**config.mk**
```make
export PLATFORM = sky130hd
export DESIGN_NAME = alu_issue
export DESIGN_NICKNAME = d
export VERILOG_FILES = /design/src/rtl/alu_issue.sv
export SDC_FILE = /design/constraint.sdc
export NUM_CORES = 1
export LEC_CHECK = 0
export CAP_MARGIN = 20
export CORE_ASPECT_RATIO = 0.8
export CORE_MARGIN = 3
export CORE_UTILIZATION = 38
export DETAILED_ROUTE_END_ITERATION = 10
export PLACE_DENSITY = 0.81
export SYNTH_ARGS = -nofsm -noshare
export SYNTH_HDL_FRONTEND = slang
export SYNTH_SLANG_ARGS = --single-unit
```
**constraint.sdc**
```tcl
create_clock -name i_clk -period 2.95 [get_ports i_clk]
set_input_delay 0.4425 -clock i_clk [delete_from_list [all_inputs] [get_ports i_clk]]
set_output_delay 0.4425 -clock i_clk [all_outputs]
set_load 0.005 [all_outputs]
```
**src/rtl/alu_issue.sv**
```systemverilog
// Purpose : execute-stage front end; decodes RV32I/M OP/OP-IMM into ALU op_mode/func_op, drives operands, tracks rd to writeback.
// Latency : accept at edge N, ALU sees operands after N, result/o_wb_valid after N+1 for single-cycle ops; MUL/DIV/MOD wait on i_alu_stall.
// Backpr. : writeback stalls freeze the ALU via o_alu_hold; EX holds and o_ready drops while EX is full and cannot advance.
// Ports   : decode side (i_valid/o_ready, opcode, funct3/7, rs1/rs2/imm, rd), ALU side (o_op_mode, o_func_op, o_a, o_b,
//           o_alu_hold, i_alu_stall, i_alu_result), writeback side (o_wb_valid/i_wb_ready, o_wb_rd, o_wb_data), o_illegal pulse.
module alu_issue #(
    parameter int TAG_W = 5
) (
    input  logic             i_clk,
    input  logic             i_rst,
    input  logic             i_valid,
    output logic             o_ready,
    input  logic [6:0]       i_opcode,
    input  logic [2:0]       i_funct3,
    input  logic [6:0]       i_funct7,
    input  logic [31:0]      i_rs1_data,
    input  logic [31:0]      i_rs2_data,
    input  logic [31:0]      i_imm,
    input  logic [TAG_W-1:0] i_rd,
    output logic [2:0]       o_op_mode,
    output logic [2:0]       o_func_op,
    output logic [31:0]      o_a,
    output logic [31:0]      o_b,
    output logic             o_alu_hold,
    input  logic             i_alu_stall,
    input  logic [31:0]      i_alu_result,
    output logic             o_wb_valid,
    input  logic             i_wb_ready,
    output logic [TAG_W-1:0] o_wb_rd,
    output logic [31:0]      o_wb_data,
    output logic             o_illegal
);

    localparam logic [2:0] M_IDLE    = 3'd0;
    localparam logic [2:0] M_LOGIC   = 3'd1;
    localparam logic [2:0] M_SHIFT   = 3'd2;
    localparam logic [2:0] M_COMPARE = 3'd3;
    localparam logic [2:0] M_ADD_SUB = 3'd4;
    localparam logic [2:0] M_MUL     = 3'd5;
    localparam logic [2:0] M_DIV     = 3'd6;
    localparam logic [2:0] M_MOD     = 3'd7;

    localparam logic [6:0] OPC_OP     = 7'b0110011;
    localparam logic [6:0] OPC_OP_IMM = 7'b0010011;

    // EX slot
    logic             ex_valid_q, ex_valid_d;
    logic [2:0]       ex_mode_q, ex_mode_d;
    logic [2:0]       ex_func_q, ex_func_d;
    logic [31:0]      ex_a_q, ex_a_d;
    logic [31:0]      ex_b_q, ex_b_d;
    logic [TAG_W-1:0] ex_rd_q, ex_rd_d;
    // WB slot (data lives in the ALU output register)
    logic             wb_valid_q, wb_valid_d;
    logic [TAG_W-1:0] wb_rd_q, wb_rd_d;
    logic             illegal_q, illegal_d;

    logic        is_op, is_imm, f7b5, f7_zero, f7_alt, f7_m;
    logic        dec_legal;
    logic [2:0]  dec_mode, dec_func;
    logic [31:0] dec_b;
    logic        wb_free, ex_mc, present, ex_adv, ready, accept;

    assign is_op   = (i_opcode == OPC_OP);
    assign is_imm  = (i_opcode == OPC_OP_IMM);
    assign f7b5    = i_funct7[5];
    assign f7_zero = (i_funct7 == 7'b0000000);
    assign f7_alt  = (i_funct7 == 7'b0100000);
    assign f7_m    = (i_funct7 == 7'b0000001);

    // For OP-IMM the funct7 field is immediate bits except on shifts, so it only
    // constrains legality for OP and for the immediate shift forms.
    always_comb begin
        dec_legal = 1'b0;
        dec_mode  = M_IDLE;
        dec_func  = 3'd0;
        dec_b     = is_op ? i_rs2_data : i_imm;
        if (is_op && f7_m) begin
            case (i_funct3)
                3'b000:  begin dec_legal = 1'b1; dec_mode = M_MUL; end
                3'b100:  begin dec_legal = 1'b1; dec_mode = M_DIV; end
                3'b110:  begin dec_legal = 1'b1; dec_mode = M_MOD; end
                default: dec_legal = 1'b0;
            endcase
        end else if (is_op || is_imm) begin
            case (i_funct3)
                3'b000: begin
                    dec_legal = is_imm | f7_zero | f7_alt;
                    dec_mode  = M_ADD_SUB;
                    dec_func  = {2'b00, is_op & f7b5};
                end
                3'b001: begin
                    dec_legal = f7_zero;
                    dec_mode  = M_SHIFT;
                    dec_func  = 3'b000;
                end
                3'b101: begin
                    dec_legal = f7_zero | f7_alt;
                    dec_mode  = M_SHIFT;
                    dec_func  = {1'b0, 1'b1, f7b5};
                end
                3'b010: begin
                    dec_legal = is_imm | f7_zero;
                    dec_mode  = M_COMPARE;
                    dec_func  = 3'b000;
                end
                3'b100: begin
                    dec_legal = is_imm | f7_zero;
                    dec_mode  = M_LOGIC;
                    dec_func  = 3'd2;
                end
                3'b110: begin
                    dec_legal = is_imm | f7_zero;
                    dec_mode  = M_LOGIC;
                    dec_func  = 3'd1;
                end
                3'b111: begin
                    dec_legal = is_imm | f7_zero;
                    dec_mode  = M_LOGIC;
                    dec_func  = 3'd0;
                end
                default: dec_legal = 1'b0;   // SLTU/SLTIU
            endcase
            if (is_imm && (i_funct3 == 3'b001 || i_funct3 == 3'b101)) begin
                dec_b = {27'b0, i_imm[4:0]};
            end
        end
    end

    // A multi-cycle op is kept off the ALU until WB is empty, so hold can never
    // mask its completion; this also forces an IDLE cycle between two of them.
    assign wb_free = !wb_valid_q | i_wb_ready;
    assign ex_mc   = (ex_mode_q == M_MUL) || (ex_mode_q == M_DIV) || (ex_mode_q == M_MOD);
    assign present = ex_valid_q & (!ex_mc | !wb_valid_q);
    assign ex_adv  = present & !i_alu_stall & wb_free;
    assign ready   = !ex_valid_q | ex_adv;
    assign accept  = i_valid & ready;

    always_comb begin
        ex_valid_d = ex_valid_q;
        ex_mode_d  = ex_mode_q;
        ex_func_d  = ex_func_q;
        ex_a_d     = ex_a_q;
        ex_b_d     = ex_b_q;
        ex_rd_d    = ex_rd_q;
        wb_valid_d = wb_valid_q;
        wb_rd_d    = wb_rd_q;
        illegal_d  = accept & !dec_legal;

        // EX is either empty or draining this edge whenever ready is high.
        if (ready) begin
            ex_valid_d = accept & dec_legal;
        end
        if (accept && dec_legal) begin
            ex_mode_d = dec_mode;
            ex_func_d = dec_func;
            ex_a_d    = i_rs1_data;
            ex_b_d    = dec_b;
            ex_rd_d   = i_rd;
        end

        if (ex_adv) begin
            wb_valid_d = 1'b1;
            wb_rd_d    = ex_rd_q;
        end else if (wb_valid_q && i_wb_ready) begin
            wb_valid_d = 1'b0;
        end
    end

    always_ff @(posedge i_clk) begin
        if (i_rst) begin
            ex_valid_q <= 1'b0;
            ex_mode_q  <= M_IDLE;
            ex_func_q  <= 3'd0;
            ex_a_q     <= 32'd0;
            ex_b_q     <= 32'd0;
            ex_rd_q    <= '0;
            wb_valid_q <= 1'b0;
            wb_rd_q    <= '0;
            illegal_q  <= 1'b0;
        end else begin
            ex_valid_q <= ex_valid_d;
            ex_mode_q  <= ex_mode_d;
            ex_func_q  <= ex_func_d;
            ex_a_q     <= ex_a_d;
            ex_b_q     <= ex_b_d;
            ex_rd_q    <= ex_rd_d;
            wb_valid_q <= wb_valid_d;
            wb_rd_q    <= wb_rd_d;
            illegal_q  <= illegal_d;
        end
    end

    assign o_ready    = ready;
    assign o_op_mode  = present ? ex_mode_q : M_IDLE;
    assign o_func_op  = present ? ex_func_q : 3'd0;
    assign o_a        = present ? ex_a_q : 32'd0;
    assign o_b        = present ? ex_b_q : 32'd0;
    assign o_alu_hold = wb_valid_q & !i_wb_ready;
    assign o_wb_valid = wb_valid_q;
    assign o_wb_rd    = wb_rd_q;
    assign o_wb_data  = i_alu_result;
    assign o_illegal  = illegal_q;

endmodule

```
## Yosys cells after proc, flatten, opt, wreduce, memory -nomap -nowiden

Index checks and enable logic that the tools add are counted.

- Register bits: 83
- Input bits: 155
- Output and inout bits: 111
- Word-level logic and storage cells: 78

- Equality and inequality tests: 13
- Multiplexer cells: 21
- Bitwise operators: 14
- Reductions and logical operators: 21

Operators with widths:

| operator | count |
|---|---|
| $mux 32 | 6 |
| $eq 3x3->1 const B | 7 |
| $eq 7x6->1 const B | 2 |
| $mux 3 | 4 |
| $pmux 3 s4 | 1 |
| $pmux 3 s3 | 1 |
| $and 1x1->1 | 8 |
| $pmux 2 s4 | 1 |
| $eq 7x1->1 const B | 1 |
| $eq 7x5->1 const B | 1 |
| $logic_not 7->1 | 1 |
| $logic_not 1->1 | 6 |
| $or 1x1->1 | 6 |
| $reduce_or 3->1 | 2 |
| $mux 1 | 5 |
| $logic_and 1x1->1 | 4 |
| $logic_or 1x1->1 | 4 |
| $mux 2 | 2 |
| $pmux 1 s4 | 1 |
| $reduce_or 4->1 | 1 |
| $eq 3x1->1 const B | 1 |
| $eq 3x2->1 const B | 1 |
| $logic_not 3->1 | 1 |
| $reduce_bool 2->1 | 1 |
| $reduce_or 2->1 | 1 |

## Longest topological paths before layout

Gate-level depths: netlist (run 1).

- Word-level depth: 11
- Mapped depth: 9
- Mapped depth without buffers: 6

## Worst setup path after synthesis (run 1)

No wires, ideal clock.

- Kind: input -> register
- Start: in i_funct7[3]
- End: reg ex_b_q[10]
- Library setup time: 0.146 ns
- Arrival time: 2.183 ns
- Required time: 2.804 ns
- Slack: 0.621 ns
- Stages: 8
- Path buffers: 2
- Cells stage by stage: or4_4 > nor3_4 > nor4b_1 > a21o_1 > and2_1 > buf_4 > buf_6 > a211oi_2

- Longest elaborated chain between the ends: 7
- Elaborated cells between the ends (all ways): 12
- Those cells by class: eq/ne (2); mux (4); bitwise (3); reduce/logical (3)

Ends and longest elaborated chain:

| item | line | text |
|---|---|---|
| from (decl) | 15 | `input logic [6:0] i_funct7,` |
| $logic_not 7->1 | 67 | `assign f7_zero = (i_funct7 == 7'b0000000);` |
| $or 1x1->1 | - |  |
| $or 1x1->1 | 88 | `dec_legal = is_imm \| f7_zero \| f7_alt;` |
| $pmux 1 s4 | 86 | `case (i_funct3)` |
| $mux 1 | 85 | `end else if (is_op \|\| is_imm) begin` |
| $mux 1 | 78 | `if (is_op && f7_m) begin` |
| $logic_and 1x1->1 | 154 | `if (accept && dec_legal) begin` |
| to (signal assigned) | 176 | `ex_b_q <= 32'd0;` |
| to (signal assigned) | 186 | `ex_b_q <= ex_b_d;` |
| to (decl) | 51 | `logic [31:0] ex_b_q, ex_b_d;` |

Several ways; a longest one is shown, not always the timed one.
A chain may end at the register's enable or synchronous reset.

## Worst setup path in the final report (run 1)

- Start: in i_funct7[3]
- End: reg ex_b_q[2]

The elaborated chain is that of the path after synthesis.

==> results.md, run 1 <==
- The area growth from synthesis to layout is 47.3%.
- The number of routed nets with antenna violations is 0.
- The post-synthesis cell count is 531.
- The transition time at the pin with the least slew margin is ~620 ps.
- The total number of nets in the final design is 825.
- Across the routed clock network, the largest skew measured is 6.57 ps.
- The total number of placement rows is 34.
- The dominant register cell in the synthesized netlist is dfxtp_1.
- The total grt overflow is 0.
- The internal cell power is 0.00196 W.
- Ranked by instance count, the synthesized netlist is headed by dfxtp_1 (82), a21oi_1 (77), and3_1 (70).
- The share of flip-flops with an asynchronous set or reset after synthesis is 0%.
- The depth of the CTS H-tree is 3.
- Setup repair after global routing left no endpoint under its margin.
- The share of the synthesized area in the top cell type is 36.4%.
- TritonCTS built the clock tree.
- The number of buffers inserted by hold repair at cts is 0.
- The via count normalized by instance count is roughly 5.5.
- Of the total power, registers draw between 40% and 50%.
- The starting DRC count in detailed routing is between 200 and 300.
- The highest net fanout along the worst path is 33.
- The min-delay analysis places its worst path in the category reg2reg.
- The number of synthesized register bits is 82.
- The worst path uses 87.1% of the clock period.
- The critical path goes through clkdlybuf4s50_1 -> or4_4 -> nor3_4 -> nor4b_1 -> a21o_2 -> and2_2 -> buf_12 -> a211oi_1.
- After synthesis the cells add up to around 0.0045 mm^2.
- The core area is between 0.01 and 0.015 mm^2.
- The run finished with clean final reports.
- Of the cells placed in the final design, the portion with a size suffix greater than 1 is between 10% and 20%.
- The via count of the first global-routing pass is approximately 4.5k.
- The worst setup path is captured at a flop.
- Global routing used about 22% of the available tracks.
- The number of endpoints failing setup at the final stage is 0.
- Per report_power, the combinational group accounts for between 10% and 20% of the total.
- Summed over all failing endpoints, the final setup total negative slack is 0 ps.
- The tool flagged a number of max-cap violations equal to 0.
- Summed over all nets, the switching power comes to 0.000561 W.
- The remaining routing DRC violations is 0.
- The number of buffers and inverters on the critical path is 2.
- The number of unique standard cell types used by synthesis is 45.
- 0 antenna diodes ended up in the layout.
- The final route contains 4,541 vias.
- The clock period could shrink to between 2000 and 3000 ps.
- The kind of cell with the highest combined delay along the critical path is simple AND/OR/NAND/NOR gates.
- On the critical path, the stage with the largest delay is an instance of or4_4.
- The first detailed-routing pass took 5 iterations.
- The initial standard-cell utilization of the core is 40.2%.
- The tree is rooted in a clkbuf_16.
- The full die area is between 0.01 and 0.015 mm^2.
- The final count of hold timing violations is 0.
- The placed wire-length estimate after detailed placement is ~11,000 um.
- The synthesized netlist net count is 686.
- The number of flops mapped to enable cells by yosys is 0.
- The largest total area in the synthesized netlist belongs to dfxtp_1.
- The number of setup buffers added after CTS is 0.
- The relative slew slack is about three fifths.
- In this run switching power makes up 22.2% of total power.
- The clock group share of total power is about 45%.
- The layout filler cell count is between 900 and 1k.
- The count of final max-slew check failures is 0.
- The power per cell area is 380 mW/mm^2.
- The routed wire length is around 15,000 um.
- The average detailed-routed wire length per instance is ~18 um.
- The nature of the critical path startpoint is an input port.
- Yosys printed 0 warnings.
- The critical path start-end classification is in2reg.
- The global placement routability congestion is between 0.7 and 0.8.
- The maximum number of pins on one net before global-route repair is 54.
- The number of top-level design ports is between 200 and 300.
- For this design the static power due to leakage is about 2.5 nW.
- By area the synthesized netlist is led by dfxtp_1 (36%), and3_1 (9.7%), a21oi_1 (8.5%).
- At the worst endpoint, the arrival time is ~2700 ps.
- The horizontal die dimension is about 130 um.
- The die is a little over 100 um tall.
- On the worst path, the slowest cell contributes a delay of around 560 ps.
- The first global-routing pass estimated 23,000 um of wire.
- The initial antenna violation count was 0.
- The largest vdd supply drop is roughly 0.29 mV.
- In this run, CTS created clock tree buffers numbering 9.
- The required time of the critical path is between 3000 and 4000 ps.
- The latest clock arrival within the worst-skew pair is ~330 ps.
- The top achievable clock speed is 389 MHz.
- No sink is reached through more buffers than the 2 on the longest clock path.
- A synthesized cell averages around 8.5 um^2.
- The quantity of gates resized following cts is 0.
- The clock sink count is between 80 and 90.
- The CTS clock-pin slew for the worst setup and hold paths is approximately 60 ps.
- In this run the tool buffered the top-level ports with 200 buffer cells.
- dfxtp_1 is the most common cell in the netlist.
- The design draws 0.00253 W.
- Sequential cells were found to cover between 30% and 40% of the synthesized design area.
worst reg2reg max path, cell delays in order, from the launching register on:
cell,delay (ps)
dfxtp_2,450
inv_2,80
nor4_4,280
nand2b_1,210
and2_2,180
buf_4,400
a21oi_1,180
a211oi_2,220
sequential cells by signal, indices dropped and copies added (netlist names):
name / cells
ex_b_q: 32
o_wb_valid: 1
o_wb_rd: 5
ex_a_q: 32
ex_mode_q: 3
o_illegal: 1
ex_valid_q: 1
ex_rd_q: 5
ex_func_q: 2
per-stage QoR:
stage | setup WS, ps | hold WS [ps] | util, % | area [um^2] | cells
final | 381 | 472 | 59.1 | 6640 | 819
after global routing | 205 | 487 | 59.1 | 6640 | 819
after CTS | 380 | 470 | 59.1 | 6640 | 819
after detailed placement | 39.0 | 461 | 56.4 | 6340 | 803
after global placement | 125 | 454 | 56.4 | 6340 | 803
after floorplan | 621 | 445 | - | 4510 | 531
kinds of logic (layout without fill, tap and decap cells):
family / after synthesis / after routing / synth area share, %
compound gates: 191 / 191 / 28.6
fa+ha+maj: 1 / 1 / 0.222
buf+inv: 95 / 239 / 12.2
flops: 82 / 82 / 36.4
mux: 12 / 12 / 2.66
other cells: 1 / 1 / 0.0832
simple gates: 149 / 149 / 19.8
cells in the final DEF (no fill, tap or decap), types with 2 or more instances in the layout:
master,n
a211oi_2,30
nand2b_1,3
a21oi_1,77
inv_1,2
clkdlybuf4s50_1,199
buf_12,2
nand4_1,2
o22ai_1,2
clkbuf_16,9
o21ai_0,37
clkinv_4,3
nor2_1,11
and2_2,2
nor3_1,3
dfxtp_1,81
nor2b_1,3
nand3_1,39
and3_1,70
buf_4,19
o21ai_1,6
mux2i_1,12
a211oi_1,3
a22oi_1,27
nand2_1,6
layer usage:
metal | track usage (%) | wire length [um] | vias up
met4 | 8.08 | 436 | 0
met2 | 37.2 | 7270 | 170
met5 | 0 | 0 | -
met3 | 5.80 | 918 | 40
met1 | 26.2 | 6210 | 2142
li1 | - | - | 2189
power by group through the flow:
stage / sequential [W] / clock, W / combinational, W
2_1_floorplan: 0.00114 / 0 / 0.000125
4_1_cts: 0.00111 / 0.00116 / 0.000283
5_1_grt: 0.00111 / 0.00121 / 0.000303
3_5_place_dp: 0.00114 / 0 / 0.000281
6_report: 0.00111 / 0.00113 / 0.000283
3_3_place_gp: 0.00114 / 0 / 0.000275
final timing paths:
path | slack, ps | cells past startpoint | endpoint | startpoint
worst max-delay path | 380 | 8 | ex_b_q[2] | i_funct7[3]
worst max register to register | 890 | 7 | ex_b_q[18] | ex_valid_q
worst min register to register | 470 | 2 | ex_a_q[12] | ex_a_q[12]
worst min-delay path | 470 | 2 | ex_a_q[12] | ex_a_q[12]
cell type report:
| class | instances | area, um^2 | share of cell area (%) |
|---|---|---|---|
| Clock buffer | 11 | 243 | 3.65 |
| Sequential cell | 82 | 1640 | 24.7 |
| Clock inverter | 5 | 63.8 | 0.961 |
| Timing Repair Buffer | 220 | 2170 | 32.7 |
| Tap cell | 144 | 180 | 2.71 |
| Inverter | 3 | 11.3 | 0.170 |
| Multi-Input combinational cell | 354 | 2330 | 35.0 |
(Power assumes the default switching activity.)
==> run 2, diff against run 1 <==
--- a/config.mk
+++ b/config.mk
@@ -11,6 +11,7 @@
 export CORE_UTILIZATION = 38
 export DETAILED_ROUTE_END_ITERATION = 10
 export PLACE_DENSITY = 0.81
+export SLEW_MARGIN = 20
 export SYNTH_ARGS = -nofsm -noshare
 export SYNTH_HDL_FRONTEND = slang
 export SYNTH_SLANG_ARGS = --single-unit
==> results of run 2 <==
Final layout, timing and power as in run 1 (identical DEF).
==> run 3, diff against run 2 <==
--- a/config.mk
+++ b/config.mk
@@ -10,6 +10,7 @@
 export CORE_MARGIN = 3
 export CORE_UTILIZATION = 38
 export DETAILED_ROUTE_END_ITERATION = 10
+export GPL_TIMING_DRIVEN = 0
 export PLACE_DENSITY = 0.81
 export SLEW_MARGIN = 20
 export SYNTH_ARGS = -nofsm -noshare
==> run 3 against run 2 <==
Sequential cell count unchanged. Clock skew is essentially flat. Register-to-register slack worse by 560 ps. Non-clock buffer count rose by 103. First-iteration DRC count rose by 17%. Cell area rose by 11%. Critical path depth shrank 3. Die area unchanged. Global-route usage rose by 3.0 points. Cell count up 13%. Power rose by 10%. Maximum frequency fell by 9.7%.
==> results.md, run 3 (synthesis gave the netlist of run 1 again) <==
- The number of top-level design ports is between 200 and 300.
- The remaining routing DRC violations is 0.
- At the pin with the least slew margin, the transition time is ~730 ps.
- The area growth from synthesis to layout is 62.9%.
- The relative slew slack is 51.1%.
- The routed wire length is approximately 17,000 um.
- The TritonCTS buffer count is 9.
- The share of the clock period used by the worst path after layout is a little over nine tenths.
- CTS built an H-tree with a depth of 3.
- After floorplanning, the core was sized to cover between 0.01 and 0.015 mm^2.
- In this run the worst path has a maximum fanout of 10.
- Timing would allow up to between 300 and 400 MHz.
- Entering global routing, the biggest net connects 14 pins.
- The tool flagged a number of max-cap violations equal to 0.
- The run finished with clean final reports.
- Setup violations remaining at the end of the flow were counted as 0.
- The horizontal die dimension is 128 um.
- The worst setup path is of the reg2out kind.
- The cell count of the worst reg-to-reg path is 8.
- The full die area is about 0.013 mm^2.
- The maximum clock insertion buffer count is 2.
- At the end of the flow the core is filled with cells to between 60 and 70%.
- The CTS clock-pin slew for the worst setup and hold paths is ~60 ps.
- Once the floorplan was initialized, standard cells occupied about two fifths of the core.
- The shortest clock period the worst path allows after layout is 2850 ps.
- In this run the clock root is driven by a clkbuf_16.
- Global routing used between 20 and 25% of the available tracks across all layers.
- Detailed placement ended at an HPWL of 13,000 um.
- Power spread over the standard cell area amounts to about 380 mW/mm^2.
- The count of input and output buffers is between 200 and 250.
- The average detailed-routed wire length per instance is 18.4 um.
- The most common cell after layout, fill and taps aside is clkdlybuf4s50_1.
- The total number of placement rows is 34.
- The final count of hold timing violations is 0.
- The min-delay analysis places its worst path in the category reg2reg.
- The initial antenna violation count came to 0.
- CTS saw 82 sinks.
- After detailed routing, the number of vias per cell comes to around 5.5.
- The repair_antennas step left the layout with diodes totalling 0.
- The total grt overflow is 0.
- The worst hold path passes through 2 cells.
- For hold timing, the worst endpoint is ex_rd_q[1].
- In this run the remaining antenna-violating nets after routing total 0.
- The CTS tree is built.
- The via count of the first global-routing pass is 5,072.
- IR analysis of the VDD net gives a maximum drop of between 0.2 and 0.3 mV.
- The total negative setup slack is 0 ps.
- The starting DRC count in detailed routing is approximately 350.
- The fraction of layout cells with a size suffix above 1 is a little over an eighth.
- The startpoint identified for the worst register-to-register timing path is ex_mode_q[0].
- The net count of the finished layout is slightly above 900.
- Clock skew on the completed layout was measured at 6.91 ps.
- The placed instance count is 905.
- Data on the critical path is required at its endpoint by 2510 ps.
- The count of final max-slew check failures is 0.
- The nature of the critical path startpoint is a flop.
- The nature of the critical path endpoint is an output pin.
- In this run the critical register-to-register path is captured at ex_rd_q[3].
- Setup repair after global routing left no endpoint under its margin.
- Detailed routing inserted a total of about 5k vias.
- The number of iterations in the first detailed-routing pass is 5.
- Excluding fillers, the count of instances in the completed layout stands at 922.
- In the layout the commonest cells are clkdlybuf4s50_1 (230), dfxtp_1 (82), a21oi_1 (77).
- In the final layout, the registers with the most flip-flops are ex_a_q x32, ex_b_q x32.
- Hold is met by roughly 470 ps.
- The arrival time of the worst setup path is between 2000 and 2500 ps.
- The global-route wire length before repair is 25,800 um.
- The standby leakage power is 2.82 nW.
- The overall die height is 103 um.
- The origin of the worst min-delay path is ex_rd_q[1].
- In this run the register-to-register setup slack is around 330 ps.
- The clock reaches the later pin of the worst-skew pair after 340 ps.
- The congestion estimate from routability-driven global placement came to ~0.84.
[run 3: cell types whose count changed in the layout (fill, tap and decap cells not counted), sizes merged]
cell,previous run,this run
clkinvlp,1,0
clkinv,3,1
clkdlybuf4s50,199,230
bufinv,1,3
buf,21,54
clkbuf,11,51
[run 3: worst max-delay path by stage]
stage,to,from,slack (ps),cells past startpoint
after floorplan,ex_b_q[10],i_funct7[3],620,8
after global placement,ex_func_q[1],i_funct7[3],-0.8,9
after detailed placement,ex_func_q[1],i_funct7[3],-100,9
after CTS,o_b[27],ex_valid_q,40,4
after global routing,o_b[27],ex_mode_q[1],10,5
final,o_b[24],ex_mode_q[1],100,5
[run 3: layout make-up]
class,count,area (um^2)
multi-input cells,354,2320
inverters,3,11.3
flip-flops and latches,82,1640
plain buffers,92,542
clock inverters,4,98.8
clock buffers,12,246
repair buffers,231,2310
fillers,917,3880
well taps,144,180
[run 3: where the power goes]
part           internal [W]  total (W)  switching, W
registers           0.00111    0.00111    0.00000137
clock network      0.000853    0.00130      0.000445
logic              0.000236   0.000370      0.000135
total               0.00220    0.00278      0.000581
[run 3: what timing repair did]
action	in CTS	in global routing
resized for setup	0	2
hold buffers	0	0
endpoints found under the hold margin	0	0
buffers inserted	1	0
endpoints found under the setup margin	10	11
pin swaps	1	1
[run 3: per-layer routing]
metal | GRT usage [%] | share of wire (%) | up-vias
li1 | - | - | 2410
met1 | 31.2 | 41 | 2430
met2 | 41.6 | 49 | 234
met3 | 6.37 | 8.3 | 28
met4 | 8.08 | 2.4 | 0
met5 | 0 | 0 | -
[run 3: worst max-delay path: stages (launching register included)]
cell	delay, ps
dfxtp_1	350
o211ai_1	230
clkbuf_1	360
clkbuf_1	360
and3_1	250
clkdlybuf4s50_1	520
[run 3: stage by stage]
step                power, W  cell area, um^2  worst slack (ps)
floorplan            0.00126             4510               621
global placement     0.00150             6990            -0.793
detailed placement   0.00150             6990              -101
CTS                  0.00280             7340              43.8
global route         0.00288             7350              14.2
finish               0.00278             7350               105
